### config.mk
export PLATFORM = sky130hd
export DESIGN_NAME = power_seq_ctrl_flat
export DESIGN_NICKNAME = d
export VERILOG_FILES = /design/src/rtl/power_seq_ctrl_pkg.sv /design/src/rtl/power_seq_ctrl_if.sv /design/src/rtl/power_seq_ctrl_ms_tick_gen.sv /design/src/rtl/power_seq_ctrl.sv /design/src/flat_wrapper.sv
export SDC_FILE = /design/constraint.sdc
export NUM_CORES = 1
export LEC_CHECK = 0
export ABC_AREA = 1
export BUFFER_PORTS_ARGS = -buffer_cell sky130_fd_sc_hd__buf_2
export CAP_MARGIN = 5
export CORE_ASPECT_RATIO = 0.9
export CORE_UTILIZATION = 45
export DETAILED_ROUTE_END_ITERATION = 8
export PLACE_DENSITY = 0.66
export SLEW_MARGIN = 20
export SYNTH_ARGS = -nofsm -noshare
export SYNTH_HDL_FRONTEND = slang
export SYNTH_HIERARCHICAL = 1
export SYNTH_SLANG_ARGS = --single-unit
### constraint.sdc
create_clock -name i_InitialSoc -period 2.1 [get_ports i_InitialSoc]
set_clock_uncertainty 0.1 [all_clocks]
set_input_delay 0.42 -clock i_InitialSoc [delete_from_list [all_inputs] [get_ports i_InitialSoc]]
set_output_delay 0.42 -clock i_InitialSoc [all_outputs]
set_load 0.03 [all_outputs]
### src/rtl/power_seq_ctrl_pkg.sv
// Shared definitions for the board power-rail sequencer.
// Contents:
//   state_e        FSM state encoding. It is also the debug encoding on o_state.
//   STATE_W        width of the o_state debug port.
//   max3()         largest of three delays, used to size the ms timer.
//   cnt_w_fits()   true when a CNT_W-bit timer can hold a given ms value.
package power_seq_ctrl_pkg;

  localparam int STATE_W    = 3;
  localparam int N_RAIL_MAX = 8;

  typedef enum logic [STATE_W-1:0] {
    ST_IDLE     = 3'd0,
    ST_ENABLE   = 3'd1,
    ST_WAIT_PG  = 3'd2,
    ST_STEP     = 3'd3,
    ST_HOLD_RST = 3'd4,
    ST_ON       = 3'd5,
    ST_SHUTDOWN = 3'd6,
    ST_FAULT    = 3'd7
  } state_e;

  function automatic int max3(input int a, input int b, input int c);
    int m;
    m = (a > b) ? a : b;
    return (m > c) ? m : c;
  endfunction

  // The timer compares against the delays, so every delay must fit in the timer.
  // Saturation at all-ones is not a valid terminal count.
  function automatic bit cnt_w_fits(input int cnt_w, input int value);
    return (cnt_w >= 1) && (cnt_w <= 31) &&
           (longint'(value) < ((longint'(1) << cnt_w) - longint'(1)));
  endfunction

endpackage

### src/rtl/power_seq_ctrl_if.sv
// Request and rail bundle of the power sequencer.
// Signals:
//   i_pwr_req    1 = request power on, 0 = request power off
//   i_pg         per-rail power-good. These are asynchronous and are synchronised inside.
//   o_rail_en    rail enables. Bit k drives rail k.
//   o_sys_rst_n  system reset to downstream logic, active low
//   o_pwr_ok     high only while the rails are fully up (state ON)
//   o_fault      latched fault flag
//   o_state      FSM state, for debug
// Modports:
//   master  the board side that requests power and reports power-good
//   slave   the sequencer
interface power_seq_ctrl_if #(
  parameter int N_RAIL = 4
);
  import power_seq_ctrl_pkg::*;

  logic                 i_pwr_req;
  logic [N_RAIL-1:0]    i_pg;
  logic [N_RAIL-1:0]    o_rail_en;
  logic                 o_sys_rst_n;
  logic                 o_pwr_ok;
  logic                 o_fault;
  logic [STATE_W-1:0]   o_state;

  modport master (
    output i_pwr_req, i_pg,
    input  o_rail_en, o_sys_rst_n, o_pwr_ok, o_fault, o_state
  );

  modport slave (
    input  i_pwr_req, i_pg,
    output o_rail_en, o_sys_rst_n, o_pwr_ok, o_fault, o_state
  );

endinterface

### src/rtl/power_seq_ctrl_ms_tick_gen.sv
// 1 ms tick generator. Other 1 ms-timed blocks can reuse it.
// The divided 1 kHz clock is treated as plain data. It is synchronised into the
// system clock domain, and its rising edge becomes a single-cycle tick.
// Ports:
//   clk     system clock
//   rst_n   asynchronous active-low reset
//   clk_1k  1 kHz divided clock, asynchronous to clk
//   tick    registered one-cycle pulse per rising edge of clk_1k
module ms_tick_gen (
  input  logic clk,
  input  logic rst_n,
  input  logic clk_1k,
  output logic tick
);

  logic meta_r;
  logic sync_r;
  logic prev_r;
  logic tick_r;

  // Two-flop synchroniser, an edge-history flop and the registered tick pulse.
  always_ff @(posedge clk or negedge rst_n) begin
    if (!rst_n) begin
      meta_r <= 1'b0;
      sync_r <= 1'b0;
      prev_r <= 1'b0;
      tick_r <= 1'b0;
    end else begin
      meta_r <= clk_1k;
      sync_r <= meta_r;
      prev_r <= sync_r;
      tick_r <= sync_r & ~prev_r;
    end
  end

  assign tick = tick_r;

endmodule

### src/rtl/power_seq_ctrl.sv
// Board power-rail sequencer.
// Power-up: the rails are enabled in order. After each enable the block waits for
// that rail's power-good, then waits a settle delay before the next enable. After
// the last rail is good, system reset is held for T_RST_MS before release.
// Power-down: the rails are disabled in reverse order, one per T_STEP_MS.
// Faults: a power-good timeout or the loss of power-good on an enabled rail drops
// every rail at once. The fault stays latched until power is no longer requested.
// All delays count 1 ms ticks taken from the divider's 1 kHz output.
// Ports:
//   i_InitialSoc  2 MHz system clock. This is the only clock of the block.
//   i_rst_n       asynchronous active-low reset
//   i_clk_1k      1 kHz divided clock, sampled as data
//   bus           request/power-good inputs and registered sequencer outputs
module power_seq_ctrl
  import power_seq_ctrl_pkg::*;
#(
  parameter int N_RAIL     = 4,
  parameter int T_STEP_MS  = 10,
  parameter int T_PG_TO_MS = 50,
  parameter int T_RST_MS   = 100,
  parameter int CNT_W      = 8
) (
  input  logic             i_InitialSoc,
  input  logic             i_rst_n,
  input  logic             i_clk_1k,
  power_seq_ctrl_if.slave  bus
);

  localparam int IDX_W = (N_RAIL > 1) ? $clog2(N_RAIL) : 1;

  typedef logic [N_RAIL-1:0] rail_t;
  typedef logic [IDX_W-1:0]  idx_t;
  typedef logic [CNT_W-1:0]  cnt_t;

  localparam cnt_t T_STEP_C  = cnt_t'(T_STEP_MS);
  localparam cnt_t T_PG_TO_C = cnt_t'(T_PG_TO_MS);
  localparam cnt_t T_RST_C   = cnt_t'(T_RST_MS);
  localparam cnt_t CNT_MAX_C = '1;
  localparam idx_t IDX_LAST  = idx_t'(N_RAIL - 1);

  if ((N_RAIL < 1) || (N_RAIL > N_RAIL_MAX)) begin : g_bad_n_rail
    $error("power_seq_ctrl: N_RAIL must be in 1..8");
  end

  if (!cnt_w_fits(CNT_W, max3(T_STEP_MS, T_PG_TO_MS, T_RST_MS))) begin : g_bad_cnt_w
    $error("power_seq_ctrl: CNT_W too narrow for the longest delay");
  end

  state_e state_r;
  state_e next_state_s;
  idx_t   idx_r;
  idx_t   idx_nxt_s;
  cnt_t   timer_r;
  logic   timer_clr_s;
  logic   shut_step_s;
  logic   tick_s;

  rail_t  pg_meta_r;
  rail_t  pg_s_r;
  rail_t  pend_mask_s;
  logic   pg_lost_s;

  rail_t  rail_en_r;
  rail_t  rail_en_nxt_s;
  logic   sys_rst_n_r;
  logic   sys_rst_n_nxt_s;
  logic   pwr_ok_r;
  logic   pwr_ok_nxt_s;
  logic   fault_r;
  logic   fault_nxt_s;

  ms_tick_gen u_tick (
    .clk    (i_InitialSoc),
    .rst_n  (i_rst_n),
    .clk_1k (i_clk_1k),
    .tick   (tick_s)
  );

  // Two-flop synchronisers for the asynchronous power-good inputs.
  always_ff @(posedge i_InitialSoc or negedge i_rst_n) begin
    if (!i_rst_n) begin
      pg_meta_r <= '0;
      pg_s_r    <= '0;
    end else begin
      pg_meta_r <= bus.i_pg;
      pg_s_r    <= pg_meta_r;
    end
  end

  // PG loss means an enabled rail reports bad power. In WAIT_PG, the rail being
  // brought up has not yet reported good, so it is masked out.
  always_comb begin
    if (state_r == ST_WAIT_PG) begin
      pend_mask_s = rail_t'(1'b1) << idx_r;
    end else begin
      pend_mask_s = '0;
    end
    pg_lost_s = |(rail_en_r & ~pg_s_r & ~pend_mask_s);
  end

  // One power-down step completes each time the settle delay expires in SHUTDOWN.
  assign shut_step_s = (state_r == ST_SHUTDOWN) && (timer_r == T_STEP_C);

  // State and rail-index registers.
  always_ff @(posedge i_InitialSoc or negedge i_rst_n) begin
    if (!i_rst_n) begin
      state_r <= ST_IDLE;
      idx_r   <= '0;
    end else begin
      state_r <= next_state_s;
      idx_r   <= idx_nxt_s;
    end
  end

  // Next-state logic. Where events coincide, the priority is fault, then
  // power-off request, then normal advance.
  // When power is withdrawn during bring-up, idx_r already names the highest
  // enabled rail, so SHUTDOWN starts from idx_r unchanged.
  always_comb begin
    next_state_s = state_r;
    idx_nxt_s    = idx_r;
    case (state_r)
      ST_IDLE: begin
        if (bus.i_pwr_req) begin
          next_state_s = ST_ENABLE;
          idx_nxt_s    = '0;
        end else begin
          next_state_s = ST_IDLE;
        end
      end
      ST_ENABLE: begin
        if (!bus.i_pwr_req) begin
          next_state_s = ST_SHUTDOWN;
        end else begin
          next_state_s = ST_WAIT_PG;
        end
      end
      ST_WAIT_PG: begin
        if (pg_lost_s || (timer_r == T_PG_TO_C)) begin
          next_state_s = ST_FAULT;
        end else if (!bus.i_pwr_req) begin
          next_state_s = ST_SHUTDOWN;
        end else if (pg_s_r[idx_r]) begin
          if (idx_r == IDX_LAST) begin
            next_state_s = ST_HOLD_RST;
          end else begin
            next_state_s = ST_STEP;
          end
        end else begin
          next_state_s = ST_WAIT_PG;
        end
      end
      ST_STEP: begin
        if (pg_lost_s) begin
          next_state_s = ST_FAULT;
        end else if (!bus.i_pwr_req) begin
          next_state_s = ST_SHUTDOWN;
        end else if (timer_r == T_STEP_C) begin
          next_state_s = ST_ENABLE;
          idx_nxt_s    = idx_r + idx_t'(1'b1);
        end else begin
          next_state_s = ST_STEP;
        end
      end
      ST_HOLD_RST: begin
        if (pg_lost_s) begin
          next_state_s = ST_FAULT;
        end else if (!bus.i_pwr_req) begin
          next_state_s = ST_SHUTDOWN;
          idx_nxt_s    = IDX_LAST;
        end else if (timer_r == T_RST_C) begin
          next_state_s = ST_ON;
        end else begin
          next_state_s = ST_HOLD_RST;
        end
      end
      ST_ON: begin
        if (pg_lost_s) begin
          next_state_s = ST_FAULT;
        end else if (!bus.i_pwr_req) begin
          next_state_s = ST_SHUTDOWN;
          idx_nxt_s    = IDX_LAST;
        end else begin
          next_state_s = ST_ON;
        end
      end
      ST_SHUTDOWN: begin
        // In SHUTDOWN, power requests and PG loss are both ignored. The rails
        // always step all the way down.
        if (shut_step_s) begin
          if (idx_r == '0) begin
            next_state_s = ST_IDLE;
          end else begin
            next_state_s = ST_SHUTDOWN;
            idx_nxt_s    = idx_r - idx_t'(1'b1);
          end
        end else begin
          next_state_s = ST_SHUTDOWN;
        end
      end
      ST_FAULT: begin
        if (!bus.i_pwr_req) begin
          next_state_s = ST_IDLE;
          idx_nxt_s    = '0;
        end else begin
          next_state_s = ST_FAULT;
        end
      end
      default: begin
        next_state_s = ST_IDLE;
        idx_nxt_s    = '0;
      end
    endcase
  end

  // The ms timer restarts on every state entry and on each power-down step.
  assign timer_clr_s = (next_state_s != state_r) || shut_step_s;

  // The ms timer counts ticks and saturates at all-ones.
  always_ff @(posedge i_InitialSoc or negedge i_rst_n) begin
    if (!i_rst_n) begin
      timer_r <= '0;
    end else if (timer_clr_s) begin
      timer_r <= '0;
    end else if (tick_s && (timer_r != CNT_MAX_C)) begin
      timer_r <= timer_r + cnt_t'(1'b1);
    end else begin
      timer_r <= timer_r;
    end
  end

  // Output decode. It works from the next state, so the registered outputs
  // change on the same edge as the state register.
  always_comb begin
    rail_en_nxt_s   = rail_en_r;
    sys_rst_n_nxt_s = (next_state_s == ST_ON);
    pwr_ok_nxt_s    = (next_state_s == ST_ON);
    fault_nxt_s     = (next_state_s == ST_FAULT);
    case (next_state_s)
      ST_IDLE, ST_FAULT: begin
        rail_en_nxt_s = '0;
      end
      ST_ENABLE: begin
        rail_en_nxt_s = rail_en_r | (rail_t'(1'b1) << idx_nxt_s);
      end
      ST_SHUTDOWN: begin
        if (shut_step_s) begin
          rail_en_nxt_s = rail_en_r & ~(rail_t'(1'b1) << idx_r);
        end else begin
          rail_en_nxt_s = rail_en_r;
        end
      end
      default: begin
        rail_en_nxt_s = rail_en_r;
      end
    endcase
  end

  // Output registers. Reset forces every rail off at once.
  always_ff @(posedge i_InitialSoc or negedge i_rst_n) begin
    if (!i_rst_n) begin
      rail_en_r   <= '0;
      sys_rst_n_r <= 1'b0;
      pwr_ok_r    <= 1'b0;
      fault_r     <= 1'b0;
    end else begin
      rail_en_r   <= rail_en_nxt_s;
      sys_rst_n_r <= sys_rst_n_nxt_s;
      pwr_ok_r    <= pwr_ok_nxt_s;
      fault_r     <= fault_nxt_s;
    end
  end

  assign bus.o_rail_en   = rail_en_r;
  assign bus.o_sys_rst_n = sys_rst_n_r;
  assign bus.o_pwr_ok    = pwr_ok_r;
  assign bus.o_fault     = fault_r;
  assign bus.o_state     = state_r;

endmodule

### src/flat_wrapper.sv
// flat-port wrapper written by rule: the top's interface ports become plain ports
module power_seq_ctrl_flat import power_seq_ctrl_pkg::*;
#(
  parameter int N_RAIL     = 4,
  parameter int T_STEP_MS  = 10,
  parameter int T_PG_TO_MS = 50,
  parameter int T_RST_MS   = 100,
  parameter int CNT_W      = 8
)
  (i_InitialSoc, i_rst_n, i_clk_1k, bus_i_pwr_req, bus_i_pg, bus_o_rail_en, bus_o_sys_rst_n, bus_o_pwr_ok, bus_o_fault, bus_o_state);
  power_seq_ctrl_if #(.N_RAIL(N_RAIL)) bus_i ();
  input  logic i_InitialSoc;
  input  logic i_rst_n;
  input  logic i_clk_1k;
  input wire logic [$bits(bus_i.i_pwr_req)-1:0] bus_i_pwr_req;
  input wire logic [$bits(bus_i.i_pg)-1:0] bus_i_pg;
  output wire logic [$bits(bus_i.o_rail_en)-1:0] bus_o_rail_en;
  output wire logic [$bits(bus_i.o_sys_rst_n)-1:0] bus_o_sys_rst_n;
  output wire logic [$bits(bus_i.o_pwr_ok)-1:0] bus_o_pwr_ok;
  output wire logic [$bits(bus_i.o_fault)-1:0] bus_o_fault;
  output wire logic [$bits(bus_i.o_state)-1:0] bus_o_state;
  assign bus_i.i_pwr_req = bus_i_pwr_req;
  assign bus_i.i_pg = bus_i_pg;
  assign bus_o_rail_en = bus_i.o_rail_en;
  assign bus_o_sys_rst_n = bus_i.o_sys_rst_n;
  assign bus_o_pwr_ok = bus_i.o_pwr_ok;
  assign bus_o_fault = bus_i.o_fault;
  assign bus_o_state = bus_i.o_state;
  power_seq_ctrl #(.N_RAIL(N_RAIL), .T_STEP_MS(T_STEP_MS), .T_PG_TO_MS(T_PG_TO_MS), .T_RST_MS(T_RST_MS), .CNT_W(CNT_W)) u_core (.i_InitialSoc(i_InitialSoc), .i_rst_n(i_rst_n), .i_clk_1k(i_clk_1k), .bus(bus_i));
endmodule
# After elaboration in Yosys (flattened, before gate mapping)
# Index checks and enable logic that the tools add are counted.
dict set report classes {
  add_sub_neg 3
  magnitude_cmp 1
  eq_ne 18
  shift 2
  muxes 35
  bitwise 9
  reduce_logical 13
}
# operator n
set op_table {}
lappend op_table {{2-to-1 mux 3 bit} 13}
lappend op_table {{one-hot mux 3 bit (8 select lines)} 1}
lappend op_table {{2-to-1 mux 2 bit} 11}
lappend op_table {{== test 3 bit (second input constant)} 7}
lappend op_table {{2-to-1 mux 8 bit} 2}
lappend op_table {{AND 4 bit} 3}
lappend op_table {{NOT 4 bit} 3}
lappend op_table {{one-hot mux 4 bit (3 select lines)} 1}
lappend op_table {{one-hot mux 2 bit (5 select lines)} 1}
lappend op_table {{adder 8 x 1 -> 8 bit (second input constant)} 1}
lappend op_table {{== test 8 x 4 -> 1 bit (second input constant)} 1}
lappend op_table {{== test 8 x 6 -> 1 bit (second input constant)} 1}
lappend op_table {{== test 8 x 7 -> 1 bit (second input constant)} 1}
lappend op_table {{2-to-1 mux 4 bit} 2}
lappend op_table {{!= test 8 bit (second input constant)} 1}
lappend op_table {{left shift 1 x 2 -> 4 bit (first input constant)} 2}
lappend op_table {{== test 3 x 1 -> 1 bit (second input constant)} 2}
lappend op_table {{== test 3 x 2 -> 1 bit (second input constant)} 2}
lappend op_table {{logical NOT 3 bit} 2}
lappend op_table {{bitwise OR 4 bit} 1}
lappend op_table {{OR reduction 2 bit} 2}
lappend op_table {{OR reduction 4 bit} 1}
lappend op_table {{< comparator 2 x 3 -> 1 bit (second input constant)} 1}
lappend op_table {{2-to-1 mux 1 bit} 3}
lappend op_table {{14 further kinds} 16}
dict set report word_totals {
  register_bits 31
}

# Depth between registers and ports, before layout
# Gate-level depths: netlist (run 1).
dict set report depth {
  ltp_word 12
  mapped_depth 18
  mapped_depth_nobuf 18
}

# Hierarchy
# Netlist (run 1), hierarchy kept.
# mod n_inst cells_per_inst area_per_inst_um2
set by_module_without_submodules {}
lappend by_module_without_submodules {power_seq_ctrl 1 265 1896.8}
lappend by_module_without_submodules {ms_tick_gen 1 6 110.1}

# Worst setup path before layout (run 1)
# No wires, ideal clock.
dict set report synth_path {
  path_type {register -> register}
  start {reg u_core.idx_r[0]}
  end {reg u_core.rail_en_r[2] (netlist: u_core/bus.o_rail_en[2])}
  setup_ns 0.118
  t_arrival_ns 1.966
  setup_slack_ns -0.084
  path_stages_with_launch 17
  n_path_buf 0
  cell_sequence {dfrtp_1 > clkinv_1 > ha_1 > nand4_1 > nand2_1 > nand2_2 > nor2_8 > nand2_4 > nand3_1 > nand2_2 > inv_2 > nor2_2 > nand2_1 > nand2_1 > nand3_1 > nand2_1 > nand2_1}
}
dict set report synth_via {
  elab_chain_len 12
  elab_cells_between_ends 46
  classes_between {add/sub: 2; eq/ne: 5; shift: 2; mux: 25; bitwise: 5; reduce/logical: 7}
}
# element line
set synth_rtl {}
lappend synth_rtl {{start, declared} power_seq_ctrl.sv:51} ;# idx_t idx_r;
lappend synth_rtl {{start signal, assigned} power_seq_ctrl.sv:111} ;# idx_r <= idx_nxt_s;
lappend synth_rtl {{left shift 1 x 2 -> 4 bit} power_seq_ctrl.sv:94} ;# pend_mask_s = rail_t'(1'b1) << idx_r;
lappend synth_rtl {{2-to-1 mux 4 bit} power_seq_ctrl.sv:93} ;# if (state_r == ST_WAIT_PG) begin
lappend synth_rtl {{NOT 4 bit} power_seq_ctrl.sv:98} ;# pg_lost_s = |(rail_en_r & ~pg_s_r & ~pend_mask_s);
lappend synth_rtl {{AND 4 bit} power_seq_ctrl.sv:98}
lappend synth_rtl {{OR reduction 4 bit} power_seq_ctrl.sv:98}
lappend synth_rtl {{logical OR 1 bit} power_seq_ctrl.sv:139} ;# if (pg_lost_s || (timer_r == T_PG_TO_C)) begin
lappend synth_rtl {{2-to-1 mux 3 bit} power_seq_ctrl.sv:139}
lappend synth_rtl {{one-hot mux 3 bit (8 select lines) *} power_seq_ctrl.sv:122} ;# case (state_r)
lappend synth_rtl {{via u_core.next_state_s[2]} power_seq_ctrl.sv:50} ;# state_e next_state_s;
lappend synth_rtl {{== test 3 bit or logical NOT 3 bit (tied branches)} power_seq_ctrl.sv:239} ;# case (next_state_s)
lappend synth_rtl {{OR reduction 2 bit} power_seq_ctrl.sv:239}
lappend synth_rtl {{nonzero test 3 bit (no source line)} -}
lappend synth_rtl {{AND reduction 2 bit (no source line)} -}
lappend synth_rtl {{end signal, assigned} power_seq_ctrl.sv:267} ;# rail_en_r <= rail_en_nxt_s;
lappend synth_rtl {{end, declared} power_seq_ctrl.sv:63} ;# rail_t rail_en_r;
# The timed path passes the listed nets; every way through them passes the cells marked *. The select of a mux whose other input is x is not followed.
# A chain may end at the register's enable or synchronous reset.

# Final worst setup path (run 1)
dict set report layout_path {
  start {reg u_core.idx_r[0]}
  end {reg u_core.timer_r[4]}
}
dict set report layout_via {
  elab_chain_len 11
  elab_cells_between_ends 24
  classes_between {eq/ne: 2; shift: 1; mux: 14; bitwise: 2; reduce/logical: 5}
}
# element line
set layout_rtl {}
lappend layout_rtl {{left shift 1 x 2 -> 4 bit} power_seq_ctrl.sv:94}
lappend layout_rtl {{2-to-1 mux 4 bit} power_seq_ctrl.sv:93}
lappend layout_rtl {{NOT 4 bit} power_seq_ctrl.sv:98}
lappend layout_rtl {{AND 4 bit} power_seq_ctrl.sv:98}
lappend layout_rtl {{OR reduction 4 bit} power_seq_ctrl.sv:98}
lappend layout_rtl {{logical OR 1 bit} power_seq_ctrl.sv:139}
lappend layout_rtl {{2-to-1 mux 3 bit} power_seq_ctrl.sv:139}
lappend layout_rtl {{one-hot mux 3 bit (8 select lines) *} power_seq_ctrl.sv:122}
lappend layout_rtl {{!= test 3 bit *} power_seq_ctrl.sv:217} ;# assign timer_clr_s = (next_state_s != state_r) || shut_step_s;
lappend layout_rtl {{logical OR 1 bit *} power_seq_ctrl.sv:217}
lappend layout_rtl {{2-to-1 mux 8 bit or nonzero test 2 bit (tied branches)} -}
lappend layout_rtl {{end signal, assigned} power_seq_ctrl.sv:226} ;# timer_r <= timer_r + cnt_t'(1'b1);
lappend layout_rtl {{end signal, assigned} power_seq_ctrl.sv:228} ;# timer_r <= timer_r;
lappend layout_rtl {{end, declared} power_seq_ctrl.sv:53} ;# cnt_t timer_r;
# Every way passes the cells marked *; elsewhere a longest branch is shown, timed or not. The select of a mux whose other input is x is not followed.

==> results of run 1 <==
==> sequential cells by signal, indices dropped and copies added, names as in the netlist, 2 cells and up <==
name	flops
u_core/pg_meta_r	4
u_core/bus.o_rail_en	4
u_core/idx_r	2
u_core/pg_s_r	4
u_core/timer_r	8
u_core/bus.o_state	3
==> worst reg2reg max path: stages, from the launching register on <==
cell	delay, ns
dfrtp_2	0.42
ha_1	0.20
nand4_1	0.13
nand2_1	0.12
nand2_2	0.11
nor2_8	0.23
nand2_4	0.07
nand2_2	0.08
nand3_4	0.09
o21ai_4	0.23
nor2_4	0.08
o21ai_4	0.29
nor2_1	0.08
==> what timing repair did <==
action | in CTS | in global routing
pin swaps | 18 | 21
endpoints found under the setup margin | 14 | 16
resized for setup | 21 | 29
buffers inserted | 12 | 6
==> per-layer routing <==
| layer | vias to the layer above | share of wire | routed length [um] |
|---|---|---|---|
| met4 | 0 | 0.032 | 191 |
| met1 | 1000 | 0.45 | 2630 |
| met3 | 22 | 0.054 | 318 |
| met5 | - | 0 | 0 |
| li1 | 1023 | - | - |
| met2 | 102 | 0.47 | 2760 |
==> layout by cell type (no fill, tap or decap), types with 8 or more instances in the layout <==
cell type	netlist	routed
nor2_1	41	36
o21ai_0	10	8
nand2_2	5	16
nand3_1	26	23
inv_2	5	8
buf_4	2	53
dfrtp_1	31	27
nand2_1	72	57
inv_1	23	19
nand4_1	9	9
buf_2	0	17
==> final cells by class <==
cell class	instances	area, um2	share of cell area
clock buffers	6	82.6	0.0281
clock inverters	2	35.0	0.0119
inverters	30	123	0.0418
multi-input cells	207	1280	0.436
flip-flops and latches	31	781	0.266
well taps	60	75.1	0.0256
repair buffers	76	559	0.190
==> where the power goes <==
part / leakage (nW) / switching [mW] / internal (mW)
clock network: 0.0612 / 0.230 / 0.384
registers: 0.387 / 0.0813 / 0.680
logic: 1.04 / 0.959 / 0.781
total: 1.49 / 1.27 / 1.84
==> final timing paths <==
kind                                           from                     to  slack (ns)  cells after the start
min in group i_InitialSoc               bus_i_pg[0]    u_core/pg_meta_r[0]        0.14                      1
worst min register to register  u_core/pg_meta_r[2]       u_core/pg_s_r[2]        0.25                      0
worst max-delay path                u_core/idx_r[0]      u_core/timer_r[4]       -0.25                     12
worst min-delay path                        i_rst_n      u_core/timer_r[1]        0.07                      1
worst max register to register      u_core/idx_r[0]      u_core/timer_r[4]       -0.25                     12
max in group asynchronous                   i_rst_n  u_core/bus.o_state[1]        1.33                      1
==> stage by stage <==
stage | TNS, ns | utilization | setup slack, ns | hold WS [ns]
floorplan | -0.00520 | - | -0.00520 | 0.0244
global placement | -1.67 | 0.598 | -0.158 | 0.235
detailed placement | -2.16 | 0.598 | -0.204 | 0.238
CTS | -1.27 | 0.668 | -0.136 | 0.0972
global route | -5.10 | 0.702 | -0.384 | 0.124
finish | -3.12 | 0.702 | -0.250 | 0.0737
==> cells by family (layout without fill, tap and decap cells) <==
logic type / Yosys count / count (layout) / share of synthesized area
fa+ha+maj: 7 / 7 / 0.0436
simple gates: 177 / 177 / 0.420
compound gates: 16 / 16 / 0.0524
xor+xnor: 7 / 7 / 0.0305
flops: 31 / 31 / 0.387
buf+inv: 33 / 114 / 0.0667
==> key figures, run 1 <==
Global route
  • Grt met2 use: 0.409
  • Grt met1 use: 0.349
  • Total gr overflow: 0
  • First-pass GRT wire length: approximately 9.1 mm
  • Busiest metal layer after global routing: met2
  • Vias in the first global route: about 2,000
  • Total GRT Usage: 0.256
  • Met3 usage: 0.0506
  • Initial antenna violation count: 0
  • Largest net degree at the start of global routing: 32

Clock tree
  • CTS max path bufs: 2
  • Clk slew on worst S/H paths: about 0.070 ns
  • Later-pin clock latency in the skew report: between 0.2 and 0.3 ns
  • # hold bufs at CTS: 0
  • Htree depth: 2
  • CTS tree: built
  • Clock sink count: 31
  • Clock root buffer: clkbuf_8
  • Inserted Clock Buffers: 5

Place
  • Placed Instance Area: 0.00250 mm2
  • Detailed Place HPWL: about 3.7 mm
  • Placed cell count: 387
  • Port Buffers: 17
  • Placer Congestion: around 0.96

Pwr
  • Leakage: about 1.5 nW
  • Pwr Density: between 1000 and 1500 mW/mm2
  • Overall power: roughly 3.1 mW
  • Max VDD drop: about 0.66 mV

Floorplan
  • Top-level I/O count: 18
  • Initial core utilization: 0.480
  • DIE HEIGHT: roughly 65 um
  • Die area: approximately 0.0047 mm2
  • Row count: 22
  • Die Width: 72.4 um
  • Core Region: 0.00418 mm2

Yosys
  • Top cells by area, synth: dfrtp_1 39%, nand2_1 13%, nor2_1 7.7%
  • FFs w/ async S/R, synth: 1.00
  • Commonest cells in the netlist: 72 x nand2_1, 41 x nor2_1, 31 x dfrtp_1
  • Post-Syn Instances: about 270
  • Synth warnings: 6
  • Mean Syn Cell Area: 7.41 um2
  • Net Count, Synth: ~290
  • Seq cells post-synth: 31
  • Yosys top cell area share: 0.387
  • Cell Area, Synth: ~0.002 mm2
  • Count leader, synth: nand2_1
  • Unique masters post-synth: 28
  • Seq/Total Area, Yosys: 0.387
  • Number of synthesized flops with an enable pin: 0
  • Ys flop type: dfrtp_1
  • Synth area leader: dfrtp_1

Finish
  • Area growth syn-to-layout: 46.3%
  • Final instance area: 0.00294 mm2
  • Non-filler instance count after layout: 412
  • Fin nets: 366
  • Share of cells above drive strength 1: 0.423
  • # diodes: 0
  • FILL cells: around 320

Setup path
  • Critical Path RT: roughly 2.2 ns
  • Top fanout value on the critical path: 8
  • CP endpoint kind: flip-flop
  • CP top delay family: simple AND/OR/NAND/NOR gates
  • Critical Path Start Type: flip-flop
  • WS Path Type: reg2reg
  • Critical Path AT: between 2 and 2.5 ns
  • Worst path slowest cell: dfrtp_2
  • CP Cell Sequence: ha_1, nand4_1, nand2_1, nand2_2, nor2_8, nand2_4, nand2_2, nand3_4, o21ai_4, nor2_4, o21ai_4, nor2_1
  • Critical path buffers and inverters: 0
  • Max stage delay on crit path: between 0.4 and 0.5 ns

Routing
  • DR vias/cell: 5.21
  • First-iteration detailed-routing DRC count: 278
  • WL final: slightly below 6 mm
  • 1st-pass router iterations: 5
  • Via count: between 2,000 and 2,500
  • Wire per inst: around 14 um
  • Antenna Nets Post-Route: 0
  • DRC violations left: 0

STA
  • Final period utilization: 1.12
  • Final hold vios: 0
  • Unrepaired setup endpoints after global routing: true
  • Final setup fails: 17
  • Max Freq: around 430 MHz
  • Fin. max-slew vios: 0
  • Least-Margin Pin Slew: 0.697 ns
  • Slew HR: 0.536
  • Min setup slack post-route: -0.250 ns
  • Min Tclk post-route: approximately 2.3 ns

Run status
  • Violated checks: negative setup slack
  • Status: finished with violations

Hold path
  • Worst hold path class: in2async

Flow run
  • MaxCap Viol Count: 0
No activity file was read; power rests on OpenSTA's default activity.
==> inputs of run 2 (changes only) <==
--- a/config.mk
+++ b/config.mk
@@ -6,7 +6,7 @@
 export NUM_CORES = 1
 export LEC_CHECK = 0
 export ABC_AREA = 1
-export BUFFER_PORTS_ARGS = -buffer_cell sky130_fd_sc_hd__buf_2
+export BUFFER_PORTS_ARGS = -buffer_cell sky130_fd_sc_hd__clkbuf_2
 export CAP_MARGIN = 5
 export CORE_ASPECT_RATIO = 0.9
 export CORE_UTILIZATION = 45
==> key figures, run 2 (synthesized netlist as in run 1, its figures left out) <==
Run status
  • Status: finished with violations
  • Violated checks: negative hold slack, negative setup slack

Flow run
  • MaxCap Viol Count: 0

Finish
  • Non-filler instance count after layout: 409
  • Post-layout util: 0.685
  • Area growth syn-to-layout: 42.8%
  • Reg with most FFs: u_core/timer_r
  • Commonest non-fill, non-tap cells in the layout: 62 x nand2_1, 51 x buf_4, 40 x nor2_1, 26 x dfrtp_1, 24 x nand3_1
  • # diodes: 0
  • Max reg flops: 8
  • Commonest non-fill, non-tap cell in the layout: nand2_1
  • Fin nets: between 300 and 400
  • Share of cells above drive strength 1: 0.393
  • FILL cells: ~340

Clock tree
  • Clock root buffer: clkbuf_8
  • # hold bufs at CTS: 0
  • Later-pin clock latency in the skew report: 0.28 ns
  • CTS max path bufs: 2
  • Htree depth: 2
  • CTS tree: built
  • Clock sink count: 31
  • Clk slew on worst S/H paths: ~0.070 ns
  • Inserted Clock Buffers: 5

Global route
  • Vias in the first global route: ~1,900
  • First-pass GRT wire length: approximately 8.6 mm
  • Total gr overflow: 0
  • Initial antenna violation count: 0
  • Total GRT Usage: 0.242
  • Largest net degree at the start of global routing: 22

STA
  • Fin. max-slew vios: 0
  • Least-Margin Pin Slew: just over 0.5 ns
  • Unrepaired setup endpoints after global routing: true
  • Final hold vios: 4
  • Min setup slack post-route: -0.173 ns
  • Final setup fails: 12
  • Hold WS: -0.00234 ns
  • Final period utilization: 1.08
  • Min Tclk post-route: approximately 2.3 ns
  • Max Freq: roughly 440 MHz
  • Slew HR: 0.660

Setup path
  • CP endpoint kind: flip-flop
  • Worst Setup SP: u_core/idx_r[0]
  • Critical Path RT: 2.16 ns
  • Top fanout value on the critical path: 8
  • Critical Path AT: between 2 and 2.5 ns
  • Critical Path Start Type: flip-flop
  • RR Startpoint: u_core/idx_r[0]
  • WS Path Type: reg2reg

Hold path
  • Worst hold path class: in2async

Place
  • Port Buffers: 17
  • Place WS: -0.202 ns
  • Placer Congestion: ~0.96
  • Detailed Place HPWL: 3.81 mm
  • Placed cell count: around 390

Routing
  • Antenna Nets Post-Route: 0
  • Wire per inst: 12.9 um
  • DRC violations left: 0
  • WL final: between 5 and 6 mm
  • Via count: about 2,100
  • 1st-pass router iterations: 5
  • First-iteration detailed-routing DRC count: 232
  • DR vias/cell: 5.12

Pwr
  • Pwr Density: 1040 mW/mm2
  • Max VDD drop: 0.592 mV
  • Leakage: roughly 1.4 nW

Floorplan
  • Core Region: about 0.0042 mm2
  • Top-level I/O count: 18
  • Initial core utilization: 0.480
  • Die Width: just over 70 um
  • DIE HEIGHT: ~65 um
  • Die area: approximately 0.0047 mm2
  • Row count: 22
[run 2: cell count changes in the layout (fill, tap and decap cells not counted), sizes merged]
| cell | before | now |
|---|---|---|
| buf | 76 | 56 |
| clkbuf | 6 | 23 |
[run 2: timing repair]
action / 4_1_cts / 5_1_grt
hold endpoints to repair: 0 / 0
resized for setup: 13 / 22
setup endpoints to repair: 13 / 17
pin swaps: 19 / 20
buffers inserted: 11 / 3
[run 2: metal layers]
metal  vias up  track usage  wire length (um)
li1       1014            -                 -
met5         -            0                 0
met2        95        0.375              2420
met3        13       0.0475               389
met4         0       0.0980               102
met1       971        0.333              2370
[run 2: worst paths after layout]
kind	slack (ns)	end	depth (start not counted)
max in group asynchronous	1.36	u_core/u_tick/tick	2
hold reg to reg	0.25	u_core/u_tick/sync_r	0
hold / removal	-0.002	u_core/pg_meta_r[2]	1
min in group i_InitialSoc	0.14	u_core/u_tick/meta_r	1
setup reg to reg	-0.17	u_core/timer_r[3]	13
setup / recovery	-0.17	u_core/timer_r[3]	13
[run 2: critical path, stage by stage (launching register included)]
cell	delay, ns
dfrtp_2	0.47
clkinv_4	0.09
ha_4	0.13
nand4_1	0.09
nand2_1	0.08
nand2_2	0.09
nor2_8	0.20
nand2_2	0.07
nand2_2	0.08
nand3_4	0.09
o21ai_4	0.22
nor2_2	0.09
o21ai_4	0.25
nor2_1	0.08
[run 2: area by class of cell]
cell class | count | area (um2) | share of cell area
Sequential cell | 31 | 782 | 0.273
Inverter | 30 | 120 | 0.0419
Clock inverter | 2 | 35.0 | 0.0122
Timing Repair Buffer | 73 | 533 | 0.186
Clock buffer | 6 | 82.6 | 0.0288
Multi-Input combinational cell | 207 | 1240 | 0.432
Tap cell | 60 | 75.1 | 0.0262
[run 2: stage by stage]
step           instance area [um2]  power [mW]  setup TNS, ns
2_1_floorplan                 2030        1.53       -0.00520
3_3_place_gp                  2520        2.08          -1.75
3_5_place_dp                  2520        2.09          -2.15
4_1_cts                       2780        2.86          -1.19
5_1_grt                       2870        3.18          -3.64
6_report                      2870        2.97          -1.95
[run 2: report_power, final]
group	internal, mW	leakage [nW]	switching (mW)
sequential	0.681	0.385	0.0884
clock	0.383	0.0612	0.219
combinational	0.726	0.989	0.877
==> inputs of run 3 (changes only) <==
--- a/config.mk
+++ b/config.mk
@@ -8,10 +8,13 @@
 export ABC_AREA = 1
 export BUFFER_PORTS_ARGS = -buffer_cell sky130_fd_sc_hd__clkbuf_2
 export CAP_MARGIN = 5
+export CELL_PAD_IN_SITES_DETAIL_PLACEMENT = 1
+export CELL_PAD_IN_SITES_GLOBAL_PLACEMENT = 1
 export CORE_ASPECT_RATIO = 0.9
-export CORE_UTILIZATION = 45
+export CORE_MARGIN = 3
+export CORE_UTILIZATION = 39
 export DETAILED_ROUTE_END_ITERATION = 8
-export PLACE_DENSITY = 0.66
+export PLACE_DENSITY_LB_ADDON = 0.1
 export SLEW_MARGIN = 20
 export SYNTH_ARGS = -nofsm -noshare
 export SYNTH_HDL_FRONTEND = slang
==> key figures, run 3 (synthesized netlist as in run 1, its figures left out) <==
Floorplan
  • Row count: 24
  • Die Width: about 80 um
  • Initial core utilization: 0.410
  • Core Region: just under 0.005 mm2
  • Top-level I/O count: 18
  • Die area: 0.00604 mm2
  • DIE HEIGHT: roughly 74 um

Finish
  • FILL cells: about 620
  • Commonest non-fill, non-tap cell in the layout: nand2_1
  • Share of cells above drive strength 1: 0.429
  • Commonest non-fill, non-tap cells in the layout: 61 x nand2_1, 58 x buf_4, 36 x nor2_1, 26 x dfrtp_1, 21 x nand3_1
  • Fin nets: approximately 370
  • Footprint of the multi-input gates: 0.00128 mm2
  • Max reg flops: 8
  • Sequential cell area: ~780 um2
  • Area growth syn-to-layout: 45.3%
  • Reg with most FFs: u_core/timer_r
  • Post-layout util: 0.596
  • # diodes: 0

Setup path
  • WS Path Type: reg2reg
  • Worst Setup SP: u_core/idx_r[1]
  • Top fanout value on the critical path: 8
  • CP endpoint kind: flip-flop
  • FF-to-FF path depth: 16
  • RR Startpoint: u_core/idx_r[1]
  • Critical Path AT: ~2.6 ns
  • Critical R2R Capture: u_core/bus.o_rail_en[3]
  • Critical Path Start Type: flip-flop
  • Critical Path RT: 2.22 ns
  • Slack of the worst reg-to-reg path: -0.32 ns

Routing
  • DR vias/cell: 5.27
  • Wire per inst: ~17 um
  • Max Used Layer: met4
  • DRC violations left: 0
  • 1st-pass router iterations: 4
  • Metal2 WL: about 3.5 mm
  • First-iteration detailed-routing DRC count: around 130
  • Antenna Nets Post-Route: 0
  • WL final: 7.21 mm
  • Met3 Wirelength: 251 um
  • Via count: 2,207
  • Wire length on met1: between 3 and 4 mm

Place
  • Placer Congestion: just over 0.9
  • Place WS: -0.289 ns
  • Detailed Place HPWL: roughly 5.1 mm
  • Port Buffers: 17

STA
  • Fin. max-slew vios: 0
  • Unrepaired setup endpoints after global routing: true
  • Final hold vios: 0
  • Final period utilization: 1.15
  • Slew HR: 0.686
  • Hold WS: roughly 0.14 ns
  • Setup TNS Final: -3.32 ns
  • Least-Margin Pin Slew: between 0.4 and 0.5 ns
  • Max Freq: a little over 400 MHz
  • Min setup slack post-route: -0.322 ns
  • Min Tclk post-route: 2.42 ns
  • Final setup fails: 14

Clock tree
  • Clk slew on worst S/H paths: around 0.070 ns
  • Htree depth: 2
  • Clock sink count: 31
  • CTS tree: built
  • Inserted Clock Buffers: 5
  • CTS max path bufs: 2
  • Later-pin clock latency in the skew report: approximately 0.28 ns
  • Clock root buffer: clkbuf_8

Pwr
  • Pwr Density: approximately 1000 mW/mm2
  • Max VDD drop: 0.659 mV
  • Leakage: between 1 and 1.5 nW

Global route
  • Vias in the first global route: about 2,300
  • Total GRT Usage: 0.246
  • Largest net degree at the start of global routing: 20
  • First-pass GRT wire length: 11.2 mm
  • Total gr overflow: 0
  • Initial antenna violation count: 0

Flow run
  • MaxCap Viol Count: 0

Run status
  • Violated checks: negative setup slack
  • Status: finished with violations

Hold path
  • Worst hold path class: in2reg
  • Hold path endpoint: u_core/pg_meta_r[2]
  • Hold Path Stages: 1
  • Hold path startpoint: bus_i_pg[2]
==> run 3: changes by cell type in the layout (fill, tap and decap cells not counted), sizes merged <==
cell         previous run  this run
clkinvlp                0         2
bufinv                  1         0
inv                    29        30
dlygate4sd3             0         1
clkinv                  2         1
clkbuf                 23        22
buf                    56        60
==> run 3: worst max-delay path, stage by stage, from the launching register on <==
cell and delay, ns:
dfrtp_2 0.47, inv_4 0.11, ha_4 0.14, nand4_1 0.09, nand2_1 0.10, nand2_2 0.10
nor2_8 0.22, nand3_2 0.11, nand2_2 0.11, inv_2 0.05, nor2_4 0.22, nand2_4 0.11
nor2_4 0.14, nand2_1 0.09, nand2_1 0.08, nand2_1 0.06, nand2_1 0.06
==> run 3: repair_timing <==
action,in CTS,in global routing
hold buffers,1,0
pin swaps,16,17
endpoints found under the hold margin,17,0
setup endpoints to repair,14,18
buffers inserted,11,6
gates resized for setup,28,21
==> run 3: layout make-up <==
type	count	area share
sequential	31	0.268
inverter	30	0.0421
multi-input combinational	207	0.440
clock buffer	5	0.0236
tap	65	0.0279
clock inverter	3	0.00815
timing repair buffer	78	0.190
==> run 3: worst max-delay path by stage <==
stage | endpoint | cells after the start | slack (ns)
after global routing | u_core/bus.o_rail_en[3] | 16 | -0.48
after CTS | u_core/bus.o_rail_en[2] | 16 | -0.21
after detailed placement | u_core/timer_r[5] | 13 | -0.29
after global placement | u_core/timer_r[6] | 13 | -0.27
final | u_core/bus.o_rail_en[3] | 16 | -0.32
after floorplan | u_core/bus.o_rail_en[2] | 15 | -0.005
==> run 3: routing by layer <==
metal,up-vias,track usage
met3,19,0.0375
met2,52,0.410
met4,0,0.0830
met5,-,0
met1,1110,0.329
li1,1026,-
==> run 3: metrics by stage <==
step | area (um2) | power [mW] | std cells
2_1_floorplan | 2030 | 1.53 | 271
3_3_place_gp | 2510 | 2.11 | 394
3_5_place_dp | 2510 | 2.16 | 394
4_1_cts | 2800 | 2.85 | 414
5_1_grt | 2920 | 3.25 | 419
6_report | 2920 | 3.04 | 419
==> run 3: power breakdown <==
group	internal [mW]	switching [mW]	total, mW
logic	0.758	1.03	1.78
clock network	0.237	0.245	0.482
registers	0.681	0.0977	0.779
total	1.68	1.37	3.04
